`src/rtl/mul_div_unit_pkg.sv`:
```
// Shared definitions for the HI/LO multiply/divide unit: state encoding and
// the default iteration count.
package mul_div_unit_pkg;

  localparam int unsigned MDU_ITER = 32;

  typedef enum logic [1:0] {
    MDU_IDLE = 2'd0,
    MDU_MUL  = 2'd1,
    MDU_DIV  = 2'd2,
    MDU_FIX  = 2'd3
  } mdu_state_e;

endpackage

```
`src/rtl/mdu_div_iter.sv`:
```
// One restoring-division step: shift in the next dividend bit, trial-subtract
// the divisor, keep the difference when it does not borrow.
module mdu_div_iter
  import mul_div_unit_pkg::*;
#(
  parameter int unsigned DW = MDU_ITER
) (
  input  logic [DW:0]   rem_i,
  input  logic          dvd_msb_i,
  input  logic [DW-1:0] dvs_i,
  output logic [DW:0]   rem_o,
  output logic          qbit_o
);

  logic [DW+1:0] shifted;
  logic [DW+1:0] diff;

  // One extra bit above the shifted remainder so the MSB of diff is the borrow.
  assign shifted = {rem_i, dvd_msb_i};
  assign diff    = shifted - {2'b00, dvs_i};
  assign qbit_o  = ~diff[DW+1];
  assign rem_o   = qbit_o ? diff[DW:0] : shifted[DW:0];

endmodule

```
`src/rtl/mul_div_unit.sv`:
```
// Multi-cycle HI/LO multiply/divide unit working on operand magnitudes with a
// final sign-fix state. Define MDU_FAST_MUL_EN for a single-cycle multiply.
module mul_div_unit
  import mul_div_unit_pkg::*;
#(
  parameter int unsigned DW = MDU_ITER
) (
  input  logic          clk,
  input  logic          resetn,
  input  logic          start,
  input  logic          mult,
  input  logic          div,
  input  logic          mdsign,
  input  logic [DW-1:0] rega,
  input  logic [DW-1:0] regb,
  input  logic          flush,
  output logic          busy,
  output logic          done,
  output logic [DW-1:0] hi,
  output logic [DW-1:0] lo
);

  localparam int unsigned CW = $clog2(DW);
  localparam logic [CW-1:0] LAST = CW'(DW - 1);

  function automatic logic [DW-1:0] mag(input logic [DW-1:0] x, input logic sgn);
    return (sgn && x[DW-1]) ? ('0 - x) : x;
  endfunction

  mdu_state_e       state_q, state_d;
  logic [DW-1:0]    a_q, a_d, b_q, b_d, quo_q, quo_d, hi_q, hi_d, lo_q, lo_d;
  logic [2*DW-1:0]  acc_q, acc_d;
  logic [DW:0]      rem_q, rem_d;
  logic [CW-1:0]    cnt_q, cnt_d;
  logic             negq_q, negq_d, negr_q, negr_d, op_mul_q, op_mul_d;
  logic             busy_q, done_q, done_d;

  logic [DW-1:0]    mag_a, mag_b;
  logic [DW:0]      mul_sum;
  logic [DW:0]      div_rem;
  logic             div_qbit;
  logic [2*DW-1:0]  prod_fix;
  logic [DW-1:0]    quo_fix, rem_fix, fix_hi, fix_lo;

  mdu_div_iter #(.DW(DW)) u_div_iter (
    .rem_i     (rem_q),
    .dvd_msb_i (quo_q[DW-1]),
    .dvs_i     (b_q),
    .rem_o     (div_rem),
    .qbit_o    (div_qbit)
  );

  assign mag_a   = mag(rega, mdsign);
  assign mag_b   = mag(regb, mdsign);
  assign mul_sum = {1'b0, acc_q[2*DW-1:DW]} + (b_q[0] ? {1'b0, a_q} : '0);

  assign prod_fix = negq_q ? ('0 - acc_q) : acc_q;
  assign quo_fix  = negq_q ? ('0 - quo_q) : quo_q;
  assign rem_fix  = negr_q ? ('0 - rem_q[DW-1:0]) : rem_q[DW-1:0];
  assign fix_hi   = op_mul_q ? prod_fix[2*DW-1:DW] : rem_fix;
  assign fix_lo   = op_mul_q ? prod_fix[DW-1:0] : quo_fix;

  // done_q is high exactly in FIX; the fixed result is shown that cycle and
  // committed to hi_q/lo_q on its closing edge unless flushed.
  assign busy = busy_q;
  assign done = done_q;
  assign hi   = done_q ? fix_hi : hi_q;
  assign lo   = done_q ? fix_lo : lo_q;

  always_comb begin
    state_d  = state_q;
    a_d      = a_q;
    b_d      = b_q;
    quo_d    = quo_q;
    rem_d    = rem_q;
    acc_d    = acc_q;
    cnt_d    = cnt_q;
    negq_d   = negq_q;
    negr_d   = negr_q;
    op_mul_d = op_mul_q;
    hi_d     = hi_q;
    lo_d     = lo_q;
    done_d   = 1'b0;
    if (flush) begin
      state_d = MDU_IDLE;
    end else begin
      unique case (state_q)
        MDU_IDLE: begin
          if (start && (mult || div)) begin
            a_d      = mag_a;
            b_d      = mag_b;
            quo_d    = mag_a;
            rem_d    = '0;
            acc_d    = '0;
            cnt_d    = '0;
            negq_d   = mdsign & (rega[DW-1] ^ regb[DW-1]);
            negr_d   = mdsign & rega[DW-1];
            op_mul_d = mult;
            if (mult) begin
`ifdef MDU_FAST_MUL_EN
              acc_d   = (2*DW)'(mag_a) * (2*DW)'(mag_b);
              state_d = MDU_FIX;
              done_d  = 1'b1;
`else
              state_d = MDU_MUL;
`endif
            end else begin
              state_d = MDU_DIV;
            end
          end
        end
        MDU_MUL: begin
          acc_d = {mul_sum, acc_q[DW-1:1]};
          b_d   = b_q >> 1;
          cnt_d = cnt_q + CW'(1);
          if (cnt_q == LAST) begin
            state_d = MDU_FIX;
            done_d  = 1'b1;
          end
        end
        MDU_DIV: begin
          rem_d = div_rem;
          quo_d = {quo_q[DW-2:0], div_qbit};
          cnt_d = cnt_q + CW'(1);
          if (cnt_q == LAST) begin
            state_d = MDU_FIX;
            done_d  = 1'b1;
          end
        end
        MDU_FIX: begin
          hi_d    = fix_hi;
          lo_d    = fix_lo;
          state_d = MDU_IDLE;
        end
        default: state_d = MDU_IDLE;
      endcase
    end
  end

  always_ff @(posedge clk or negedge resetn) begin
    if (!resetn) begin
      state_q  <= MDU_IDLE;
      a_q      <= '0;
      b_q      <= '0;
      quo_q    <= '0;
      rem_q    <= '0;
      acc_q    <= '0;
      cnt_q    <= '0;
      negq_q   <= 1'b0;
      negr_q   <= 1'b0;
      op_mul_q <= 1'b0;
      hi_q     <= '0;
      lo_q     <= '0;
      busy_q   <= 1'b0;
      done_q   <= 1'b0;
    end else begin
      state_q  <= state_d;
      a_q      <= a_d;
      b_q      <= b_d;
      quo_q    <= quo_d;
      rem_q    <= rem_d;
      acc_q    <= acc_d;
      cnt_q    <= cnt_d;
      negq_q   <= negq_d;
      negr_q   <= negr_d;
      op_mul_q <= op_mul_d;
      hi_q     <= hi_d;
      lo_q     <= lo_d;
      busy_q   <= (state_d != MDU_IDLE);
      done_q   <= done_d;
    end
  end

endmodule

```
`config.mk`:
```
export PLATFORM = sky130hd
export DESIGN_NAME = mul_div_unit
export DESIGN_NICKNAME = d
export VERILOG_FILES = /design/src/rtl/mul_div_unit_pkg.sv /design/src/rtl/mdu_div_iter.sv /design/src/rtl/mul_div_unit.sv
export SDC_FILE = /design/constraint.sdc
export NUM_CORES = 1
export LEC_CHECK = 0
export BUFFER_PORTS_ARGS = -buffer_cell sky130_fd_sc_hd__buf_2
export CAP_MARGIN = 5
export CORE_UTILIZATION = 60
export CTS_CLUSTER_DIAMETER = 30
export CTS_CLUSTER_SIZE = 25
export DETAILED_ROUTE_END_ITERATION = 12
export PLACE_DENSITY = 0.82
export SKIP_CTS_REPAIR_TIMING = 1
export SYNTH_ARGS = -nofsm -noshare
export SYNTH_HDL_FRONTEND = slang
export SYNTH_SLANG_ARGS = --single-unit
```
`constraint.sdc`:
```
create_clock -name clk -period 7 [get_ports clk]
set_input_delay 0 -clock clk [delete_from_list [all_inputs] [get_ports clk]]
set_output_delay 0 -clock clk [all_outputs]
set_load 0.02 [all_outputs]
```
Word-level counts from Yosys, hierarchy flattened:

Index checks and enable logic that the tools add are counted.

* bitwise logic cells: 5
* eq/ne operators: 5
* muxes and demuxes: 29
* reductions and logical operators: 15
* add/subtract/negate cells: 8

Operator list (number)
* $mux 32: 11
* $mux 64: 2
* $pmux 32 s2: 2
* $pmux 64 s2: 1
* $sub 1x32->32 const A: 4
* $mux 33: 2
* $pmux 33 s2: 1
* $sub 1x64->64 const A: 1
* $sub 34x32->34: 1
* $add 32x32->33: 1
* $reduce_and 3->1: 4
* $pmux 5 s2: 1
* $mux 2: 4
* $reduce_bool 2->1: 4
* $pmux 2 s3: 1
* $add 5x1->5 const B: 1
* $eq 5x5->1 const B: 1
* $mux 5: 1
* $eq 2x2->1 const B: 2
* $logic_and 1x1->1: 3
* $mux 1: 3
* $and 1x1->1: 2
* $eq 2x1->1 const B: 1
* $logic_not 2->1: 1
* 6 further kinds: 7

* bits in registers: 269
* logic and storage cells: 76

Longest topological paths before layout:

Gate-level depths: netlist of run 1.

* depth in word-level cells: 6
* mapped depth: 14
* depth with buffers taken out: 13

Hierarchy:

From an unflattened synthesis of run 1, not the netlist that was laid out.

* cells, all modules: 2394
* area total of the unflattened synthesis: 20178.1 um^2

Modules (own cells, without submodules)
* mul_div_unit: area an instance 17964.7 um^2, cells an instance 2088, times used 1
* mdu_div_iter: area an instance 2213.4 um^2, cells an instance 306, times used 1

Worst setup path after synthesis of run 1:

No wires, ideal clock.

* path kind: reg-to-reg
* start: register rem_q[5]
* end: register rem_q[27]
* buffers on the path: 2
* slack: 3.772 ns
* arrival time: 3.102 ns
* cell stages (with the launch flop): 12
* setup time: 0.126 ns
* cell sequence: dfrtp_1 > ha_1 > a2111oi_0 > a211o_1 > a31oi_1 > nor3_1 > o21ai_0 > a311oi_1 > buf_2 > buf_2 > nor2_1 > a221o_1

* word-level cells in the longest chain between the ends: 3

RTL lines
* from (decl): line mul_div_unit.sv:33 `logic [DW:0] rem_q, rem_d;`
* from (signal assigned): line mul_div_unit.sv:161 `rem_q <= rem_d;`
* $sub 34x32->34: line mdu_div_iter.sv:20 `assign diff = shifted - {2'b00, dvs_i};`
* $mux 33: line mdu_div_iter.sv:22 `assign rem_o = qbit_o ? diff[DW:0] : shifted[DW:0];`
* $pmux 33 s2: line mul_div_unit.sv:87 `unique case (state_q)`

Every way passes these cells.
A chain may end at the register's enable or synchronous reset.

Worst setup path in the final report of run 1:

* start: register rem_q[5]
* end: register rem_q[3]

The elaborated chain is that of the path after synthesis.

==> summary.txt, run 1 <==
Status
  • Violations in the final reports: hold timing
  • Run status: finished with violations

Synthesis
  • Portion of synthesized cell area occupied by the leading cell type: 0.3449
  • Async S/R FF share, synth: 1.000
  • Fraction of the mapped netlist area in compound gates: 0.2323
  • Area fraction in and, or, nand and nor cells after synthesis: 0.1538
  • Post-synthesis share of cell area spent on full adders, half adders and majority gates: 0.05013
  • Most used standard cell by instance count after synthesis: sky130_fd_sc_hd__dfrtp_1
  • Register bit total from synthesis: 269
  • Yosys warning count: 0
  • Most instantiated cells after synthesis: sky130_fd_sc_hd__dfrtp_1, sky130_fd_sc_hd__o21ai_0, sky130_fd_sc_hd__nand2_1, sky130_fd_sc_hd__a21oi_1, sky130_fd_sc_hd__nor2_1
  • Proportion of synthesized chip area in sequential cells: 0.3449
  • Most used flip-flop cell after synthesis: sky130_fd_sc_hd__dfrtp_1
  • Most area-consuming cells after synthesis: sky130_fd_sc_hd__dfrtp_1, sky130_fd_sc_hd__o21ai_0, sky130_fd_sc_hd__xor2_1
  • Synthesized netlist cell count: between 2000 and 2500
  • Net count of the mapped netlist: 2433
  • Distinct cell type count after synthesis: 75
  • Multiplexer share of the synthesized area: 0.07417
  • Cell Area, Synth: 19520 µm²
  • Largest family of logic cells by synthesized area: compound AO/OA/AOI/OAI gates
  • Per-instance average area after synthesis: 8.542 µm²
  • Dominant cell type by area after synthesis: sky130_fd_sc_hd__dfrtp_1
  • Number of enable-type register cells in the synthesized netlist: 0
  • Area share of xor/xnor cells in the synthesized design: 0.1037

Timing
  • Fin Setup TNS: 0 ns
  • Setup repair after global routing missed its margin: false
  • Maximum clock rate: about 210 MHz
  • Final count of negative-setup-slack endpoints: 0
  • Final cycle utilization of the critical path: 0.6654
  • Least-Margin Pin Slew: roughly 1.2 ns
  • Count of final hold-check violations: 1
  • Clock period minus final worst setup slack: 4.657 ns
  • Count of pins over their slew limit: 0
  • Slew Limit Headroom: 0.2306
  • WHS: -0.007207 ns
  • Skew final: 0.02935 ns

Setup path
  • Crit. End Element: flop
  • Crit Reg-Reg Endpoint: rem_q[3]$_DFFE_PN0P_
  • Critical Path Max Stage Delay: 0.88 ns
  • Cells along the critical path: ha_1 -> a2111oi_0 -> a211o_1 -> a31oi_1 -> nor3_1 -> o21ai_0 -> a311oi_4 -> buf_4 -> mux2_2 -> a22o_1
  • Worst flop-to-flop path startpoint: rem_q[5]$_DFFE_PN0P_
  • Slowest stage cell, crit path: sky130_fd_sc_hd__a311oi_4
  • Number of stages on the worst setup path: 10
  • R2R Setup Slk: 2.34 ns
  • Worst path bufs/invs: 1
  • Maximum net fanout on the critical path: 25
  • Cell family with most CP delay: compound AO/OA/AOI/OAI gates
  • Worst EP required: between 7 and 8 ns
  • WS Path Type: reg2reg
  • Kind of launch point of the worst setup path: flop
  • CP Data Arrival Time: just over 5 ns
  • Critical Path Start: rem_q[5]$_DFFE_PN0P_
  • Worst reg-to-reg path cell count: 10

GRT
  • Largest net degree at the start of global routing: 121
  • Global route total overflow: 0
  • Number of antenna violations at the first check in global routing: 1
  • Vias in the first global route: approximately 17000
  • Global-route usage over all layers: 0.3468
  • Global-route wire length before repair: 91350 µm

Routing
  • Antenna violation net count after detailed routing: 0
  • Post-DR wirelength/cell: 20.30 µm
  • Number of DRC violations after detailed-routing iteration 0: 2293
  • Vias per Instance: 6.392
  • Number of remaining DRC errors: 0
  • Vias: 18750
  • Wirelength, routed: 59540 µm
  • Length of the first detailed-routing pass in iterations: 7

Clocking
  • Clock transition at the registers of the reported paths: 0.04 ns
  • Clock latency reported for the late side of the worst-skew pair: 0.57 ns
  • Clock tree from TritonCTS: yes
  • Number of buffers created by CTS: 66
  • Root buffer selected by CTS: sky130_fd_sc_hd__clkbuf_16
  • CTS H-tree lvls: 3
  • Maximum root-to-sink buffer count: 3
  • Sinks on the clock net: roughly 270

Power
  • Reported leakage power: 10.72 nW
  • Proportion of power drawn by combinational gates: 0.300
  • Switching share of power: 0.3566
  • Worst supply voltage drop on vdd: 0.0001795 V
  • Part of the total power dissipated in sequential elements: 0.290
  • Clock Power Share: 0.410
  • Internal power consumption: between 4 and 5 mW
  • Areal power density over the cells: around 310 nW/µm²
  • Switching Power: approximately 2.6 mW

Finish
  • Final Net Count: 2596
  • Relative area change from synthesis to final layout: 19.54%
  • # diodes: 0
  • Layout cells sized above 1: 0.1533
  • Post-route non-filler standard cell count: 2933
  • Final core utilization: 0.7337

Worst hold path
  • Worst hold endpoint: a_q[11]$_DFFE_PN0P_
  • Hold Crit Start: rega[11]
  • Class of the tightest hold or removal check: in2reg
  • Number of cells on the worst hold path: 4

Place
  • Routability cong.: 0.9812
  • Cell total after placement: roughly 2700
  • IO Port Bufs: approximately 140
  • Half-perimeter wire length after detailed placement: 40800 µm

Die
  • Ports placed on the boundary: 137
  • Number of placement rows: 65
  • Width of the chip: 182.4 µm
  • Die Ht: 182.4 µm
  • Initial Utilization: 0.6138
  • Core outline area: around 32000 µm²
  • Area of the die: ~33000 µm²

Flow run
  • Max-capacitance violation count: 0
## layout make-up
type	instances	area (µm²)
Multi-Input combinational cell	1808	12030
Clock inverter	34	390.4
Inverter	77	289.0
Sequential cell	269	6738
Fill cell	2314	8468
Clock buffer	84	1790
Timing Repair Buffer	226	1549
Tap cell	435	544.3
## through the flow
stage | setup slack (ns) | power, mW | cell area, µm²
finish | 2.343 | 7.292 | 23330
global route | 2.111 | 7.610 | 23330
CTS | 2.442 | 7.207 | 22600
detailed placement | 2.482 | 4.188 | 20420
global placement | 2.609 | 4.113 | 20420
floorplan | 3.772 | 3.547 | 19520
## per-layer routing
metal / vias to the layer above / part of all wire / track usage
li1: 8561 / - / -
met1: 9002 / 0.43 / 0.4974
met2: 1027 / 0.45 / 0.5266
met3: 156 / 0.099 / 0.07264
met4: 2 / 0.025 / 0.1032
met5: - / 0.00015 / 0
## power groups by stage
stage                     logic [mW]  clock network [mW]  registers, mW
after CTS                       2.11                3.00           2.10
final                           2.19                2.99           2.12
after global routing            2.38                3.09           2.14
after detailed placement        2.08                   0           2.11
after floorplan                 1.57                   0           1.98
after global placement          2.02                   0           2.09
## flip-flops by register name, summed over array words and instances (netlist names), 5 cells and up
signal  cells
quo_q      32
a_q        32
b_q        32
lo_q       32
hi_q       32
rem_q      33
acc_q      64
cnt_q       5
## worst max path at each step
stage / endpoint / slack, ns
after floorplan: rem_q[27]$_DFFE_PN0P_ / 3.77
after global placement: rem_q[3]$_DFFE_PN0P_ / 2.61
after detailed placement: rem_q[3]$_DFFE_PN0P_ / 2.48
after CTS: rem_q[3]$_DFFE_PN0P_ / 2.44
after global routing: rem_q[3]$_DFFE_PN0P_ / 2.11
final: rem_q[3]$_DFFE_PN0P_ / 2.34
## tightest hold or removal path: cells and delay by family
family	cells	cell delay (ns)
buf+inv	1	0.13
simple gates	1	0.16
compound gates	2	0.21
## logic make-up after synthesis
logic type | Yosys count
DFF | 269
xor gates and xnor gates | 231
AOI/OAI and AO/OA | 728
buffers and inverters | 208
muxes | 132
and+or+nand+nor | 640
adders and majority gates | 77
## layout by cell type (no fill, tap or decap), types with 11 or more instances in the layout
| cell | instances |
|---|---|
| sky130_fd_sc_hd__a21oi_1 | 164 |
| sky130_fd_sc_hd__or3_1 | 30 |
| sky130_fd_sc_hd__a21o_1 | 40 |
| sky130_fd_sc_hd__or4_1 | 15 |
| sky130_fd_sc_hd__a211oi_1 | 11 |
| sky130_fd_sc_hd__o211ai_1 | 14 |
| sky130_fd_sc_hd__inv_1 | 76 |
| sky130_fd_sc_hd__buf_2 | 135 |
| sky130_fd_sc_hd__ha_1 | 75 |
| sky130_fd_sc_hd__clkbuf_16 | 67 |
| sky130_fd_sc_hd__a22oi_1 | 32 |
| sky130_fd_sc_hd__o41ai_1 | 19 |
| sky130_fd_sc_hd__nor2b_1 | 11 |
| sky130_fd_sc_hd__nor2_1 | 160 |
| sky130_fd_sc_hd__o22ai_1 | 21 |
| sky130_fd_sc_hd__mux2i_1 | 40 |
| sky130_fd_sc_hd__o21ai_0 | 247 |
| sky130_fd_sc_hd__o31ai_1 | 49 |
| sky130_fd_sc_hd__nand2_1 | 234 |
| sky130_fd_sc_hd__nand2b_1 | 18 |
| sky130_fd_sc_hd__buf_4 | 17 |
| sky130_fd_sc_hd__dlygate4sd3_1 | 73 |
| sky130_fd_sc_hd__mux2_2 | 91 |
| sky130_fd_sc_hd__nor4_1 | 17 |
| sky130_fd_sc_hd__xor2_1 | 121 |
| sky130_fd_sc_hd__and2_1 | 36 |
| sky130_fd_sc_hd__a22o_1 | 36 |
| sky130_fd_sc_hd__a31oi_1 | 14 |
| sky130_fd_sc_hd__xnor2_1 | 110 |
| sky130_fd_sc_hd__nand3_1 | 31 |
| sky130_fd_sc_hd__clkbuf_1 | 12 |
| sky130_fd_sc_hd__nor3_1 | 33 |
| sky130_fd_sc_hd__dfrtp_1 | 266 |
| sky130_fd_sc_hd__o21a_1 | 25 |
| sky130_fd_sc_hd__and3_1 | 11 |
| sky130_fd_sc_hd__nand4_1 | 15 |
Note: power is estimated with default switching activity, not from simulation.
==> run 2: changes to the inputs <==
--- a/config.mk
+++ b/config.mk
@@ -5,6 +5,7 @@
 export SDC_FILE = /design/constraint.sdc
 export NUM_CORES = 1
 export LEC_CHECK = 0
+export ABC_AREA = 1
 export BUFFER_PORTS_ARGS = -buffer_cell sky130_fd_sc_hd__buf_2
 export CAP_MARGIN = 5
 export CORE_UTILIZATION = 60
==> constraint.sdc (replaced) <==
create_clock -name clk -period 4.8 [get_ports clk]
set_input_delay 0 -clock clk [delete_from_list [all_inputs] [get_ports clk]]
set_output_delay 0 -clock clk [all_outputs]
set_load 0.02 [all_outputs]
==> summary.txt, run 2 <==
Clocking
  • Clock tree from TritonCTS: yes
  • CTS H-tree lvls: 2 (-1)
  • Sinks on the clock net: 269 (unchanged)
  • Root buffer selected by CTS: sky130_fd_sc_hd__clkbuf_16
  • Clock transition at the registers of the reported paths: 0.05 ns (about the same)
  • Maximum root-to-sink buffer count: 3 (unchanged)
  • Clock latency reported for the late side of the worst-skew pair: 0.61 ns (+0.04 ns)
  • Number of buffers created by CTS: 61 (-7.6%)

Place
  • DP Area: 23830 µm² (+17%)
  • Routability cong.: 1.031 (+5.1%)
  • Cell total after placement: 4272 (+56%)
  • IO Port Bufs: 136 (unchanged)
  • Half-perimeter wire length after detailed placement: 58790 µm (+44%)
  • Post-Place Worst Slack: 2.009 ns (-0.4727 ns)

Finish
  • Post-route non-filler standard cell count: 4455 (+52%)
  • Final Net Count: 4039 (+56%)
  • Max reg flops: 64 (unchanged)
  • Most common library cell in the layout ignoring fill and taps: sky130_fd_sc_hd__nand2_1
  • Commonest non-fill, non-tap cells in the layout: sky130_fd_sc_hd__nand2_1, sky130_fd_sc_hd__inv_1, sky130_fd_sc_hd__nor2_1, sky130_fd_sc_hd__nand3_1, sky130_fd_sc_hd__o21ai_0
  • Register name with the most flops: acc_q
  • # diodes: 0 (unchanged)
  • Final instance area: 26740 µm² (+15%)
  • Registers with the most flip-flops: acc_q: 64 flops, rem_q: 33 flops
  • Final core utilization: 0.7117 (-0.02198)
  • Layout cells sized above 1: 0.08925 (-0.06407)
  • Relative area change from synthesis to final layout: 16.75%

Synthesis
  • Async S/R FF share, synth: 1.000 (unchanged)
  • Yosys warning count: 0 (unchanged)
  • Portion of synthesized cell area occupied by the leading cell type: 0.2938 (-0.05105)
  • Net count of the mapped netlist: 3882 (+60%)
  • Number of enable-type register cells in the synthesized netlist: 0 (unchanged)
  • Synthesized netlist cell count: 3734 (+63%)
  • Most used flip-flop cell after synthesis: sky130_fd_sc_hd__dfrtp_1
  • Most instantiated cells after synthesis: sky130_fd_sc_hd__nand2_1, sky130_fd_sc_hd__inv_1, sky130_fd_sc_hd__nor2_1, sky130_fd_sc_hd__nand3_1, sky130_fd_sc_hd__o21ai_0
  • Most area-consuming cells after synthesis: sky130_fd_sc_hd__dfrtp_1, sky130_fd_sc_hd__nand2_1, sky130_fd_sc_hd__inv_1
  • Dominant cell type by area after synthesis: sky130_fd_sc_hd__dfrtp_1
  • Most used standard cell by instance count after synthesis: sky130_fd_sc_hd__nand2_1
  • Cell Area, Synth: 22910 µm² (+17%)
  • Register bit total from synthesis: 269 (unchanged)
  • Proportion of synthesized chip area in sequential cells: 0.2938 (-0.05105)
  • Distinct cell type count after synthesis: 49 (-35%)
  • Per-instance average area after synthesis: 6.135 µm² (-28%)

GRT
  • Largest net degree at the start of global routing: 104 (-14%)
  • Global-route usage over all layers: 0.3965 (+0.04972)
  • Number of antenna violations at the first check in global routing: 0 (-1)
  • Global-route wire length before repair: 121000 µm (+32%)
  • Vias in the first global route: 22260 (+31%)
  • Global route total overflow: 0 (unchanged)

Routing
  • Number of DRC violations after detailed-routing iteration 0: 3204 (+40%)
  • Number of remaining DRC errors: 0 (unchanged)
  • Post-DR wirelength/cell: 17.98 µm (-11%)
  • Antenna violation net count after detailed routing: 0 (unchanged)
  • Wirelength, routed: 80110 µm (+35%)
  • Vias: 26000 (+39%)
  • Vias per Instance: 5.835 (-8.7%)
  • Length of the first detailed-routing pass in iterations: 7 (unchanged)

Setup path
  • Crit Reg-Reg Endpoint: negq_q$_DFFE_PN0P_
  • Crit. End Element: primary output
  • WS Path Type: reg2out
  • Kind of launch point of the worst setup path: flop
  • Endpoint of the most critical setup path: lo[22]
  • Maximum net fanout on the critical path: 7 (-72%)
  • Worst EP required: 4.80 ns (-2.64 ns)
  • CP Data Arrival Time: 3.34 ns (-1.76 ns)
  • R2R Setup Slk: 1.82 ns (-0.52 ns)
  • Worst flop-to-flop path startpoint: state_q[0]$_DFF_PN0_
  • Worst reg-to-reg path cell count: 9 (-1)
  • Critical Path Start: quo_q[0]$_DFFE_PN0P_

Power
  • Areal power density over the cells: 551.8 nW/µm² (+77%)
  • Worst supply voltage drop on vdd: 0.0004350 V (+140%)
  • Total power: 14.76 mW (+100%)
  • Reported leakage power: 14.50 nW (+35%)

Status
  • Violations in the final reports: hold timing
  • Run status: finished with violations

Timing
  • Setup repair after global routing missed its margin: false
  • Maximum clock rate: between 200 and 300 MHz
  • Skew final: 0.01606 ns (-0.01329 ns)
  • Clock period minus final worst setup slack: 3.337 ns
  • Slack of the critical path: 1.463 ns (-0.8793 ns)
  • Slew Limit Headroom: 0.2943 (+0.06371)
  • WHS: -0.05207 ns (-0.04487 ns)
  • Fin Setup TNS: 0 ns (unchanged)
  • Count of pins over their slew limit: 0 (unchanged)
  • Count of final hold-check violations: 3 (+2)
  • Least-Margin Pin Slew: 1.057 ns (-0.09672 ns)
  • Final cycle utilization of the critical path: 0.6952
  • Final count of negative-setup-slack endpoints: 0 (unchanged)

Worst hold path
  • Hold Crit Start: regb[4]
  • Class of the tightest hold or removal check: in2reg

Die
  • Width of the chip: 197.4 µm (+8.2%)
  • Initial Utilization: 0.6096 (-0.004142)
  • Number of placement rows: 71 (+9.2%)
  • Ports placed on the boundary: 137 (unchanged)
  • Area of the die: 38960 µm² (+17%)
  • Core outline area: 37580 µm² (+18%)
  • Die Ht: 197.4 µm (+8.2%)

Flow run
  • Max-capacitance violation count: 0 (unchanged)
-- run 2: changes by cell type after synthesis, sizes merged, moves of 49 or more --
cell   previous run  this run
nand2           234      1282
inv              76       465
nand3            31       334
nor2            160       359
mux2             91         0
xor2            121        34
xnor2           110        25
o21ai           253       302
-- run 2: kinds of logic (layout without fill, tap and decap cells) --
group                      after synthesis  in the layout  synth area share
adders and majority gates               77             77           0.04271
xor gates and xnor gates                59             59           0.02256
DFF                                    269            269            0.2938
and+or+nand+nor                       2114           2114            0.3894
buffers and inverters                  599            809            0.1028
AOI/OAI and AO/OA                      616            616            0.1487
-- run 2: per-layer routing --
layer,track usage,part of all wire,vias to the layer above
li1,-,-,12430
met1,0.6146,0.44,11850
met2,0.5617,0.41,1550
met3,0.07188,0.12,168
met4,0.09733,0.024,0
met5,0,0,-
-- run 2: critical path, cell delays in order (launching register included) --
cell                      delay [ns]
sky130_fd_sc_hd__dfrtp_1        0.40
sky130_fd_sc_hd__inv_1          0.28
sky130_fd_sc_hd__ha_1           0.26
sky130_fd_sc_hd__nand3_2        0.12
sky130_fd_sc_hd__nor2_2         0.24
sky130_fd_sc_hd__nand2_1        0.10
sky130_fd_sc_hd__nor2_1         0.13
sky130_fd_sc_hd__nand2_1        0.12
sky130_fd_sc_hd__nand2_2        0.15
sky130_fd_sc_hd__nand2_1        0.06
sky130_fd_sc_hd__nand2_1        0.08
sky130_fd_sc_hd__nand3_1        0.16
sky130_fd_sc_hd__nand2_1        0.21
sky130_fd_sc_hd__nand2_1        0.07
sky130_fd_sc_hd__o21ai_0        0.12
sky130_fd_sc_hd__buf_2          0.20
-- run 2: where the power goes --
part           switching [mW]  internal [mW]
registers               0.502           2.94
logic                    4.76           2.04
clock network            1.48           3.03
total                    6.74           8.01
-- run 2: worst min path at each step --
stage                                        to  slack [ns]  depth (start not counted)
after global placement    rem_q[32]$_DFFE_PN0P_        0.08                          1
after CTS                 rem_q[32]$_DFFE_PN0P_       -0.54                          1
after detailed placement     b_q[6]$_DFFE_PN0P_        0.09                          1
after floorplan              a_q[0]$_DFFE_PN0P_       -0.30                          0
after global routing         b_q[4]$_DFFE_PN0P_        0.01                          4
final                        b_q[4]$_DFFE_PN0P_       -0.05                          4
-- run 2: layout make-up --
type / count / area (µm²)
inverter: 468 / 1757
fill: 3260 / 10830
sequential: 269 / 6735
multi-input combinational: 2866 / 13830
clock inverter: 42 / 578.1
tap: 511 / 639.4
timing repair buffer: 225 / 1539
clock buffer: 74 / 1667
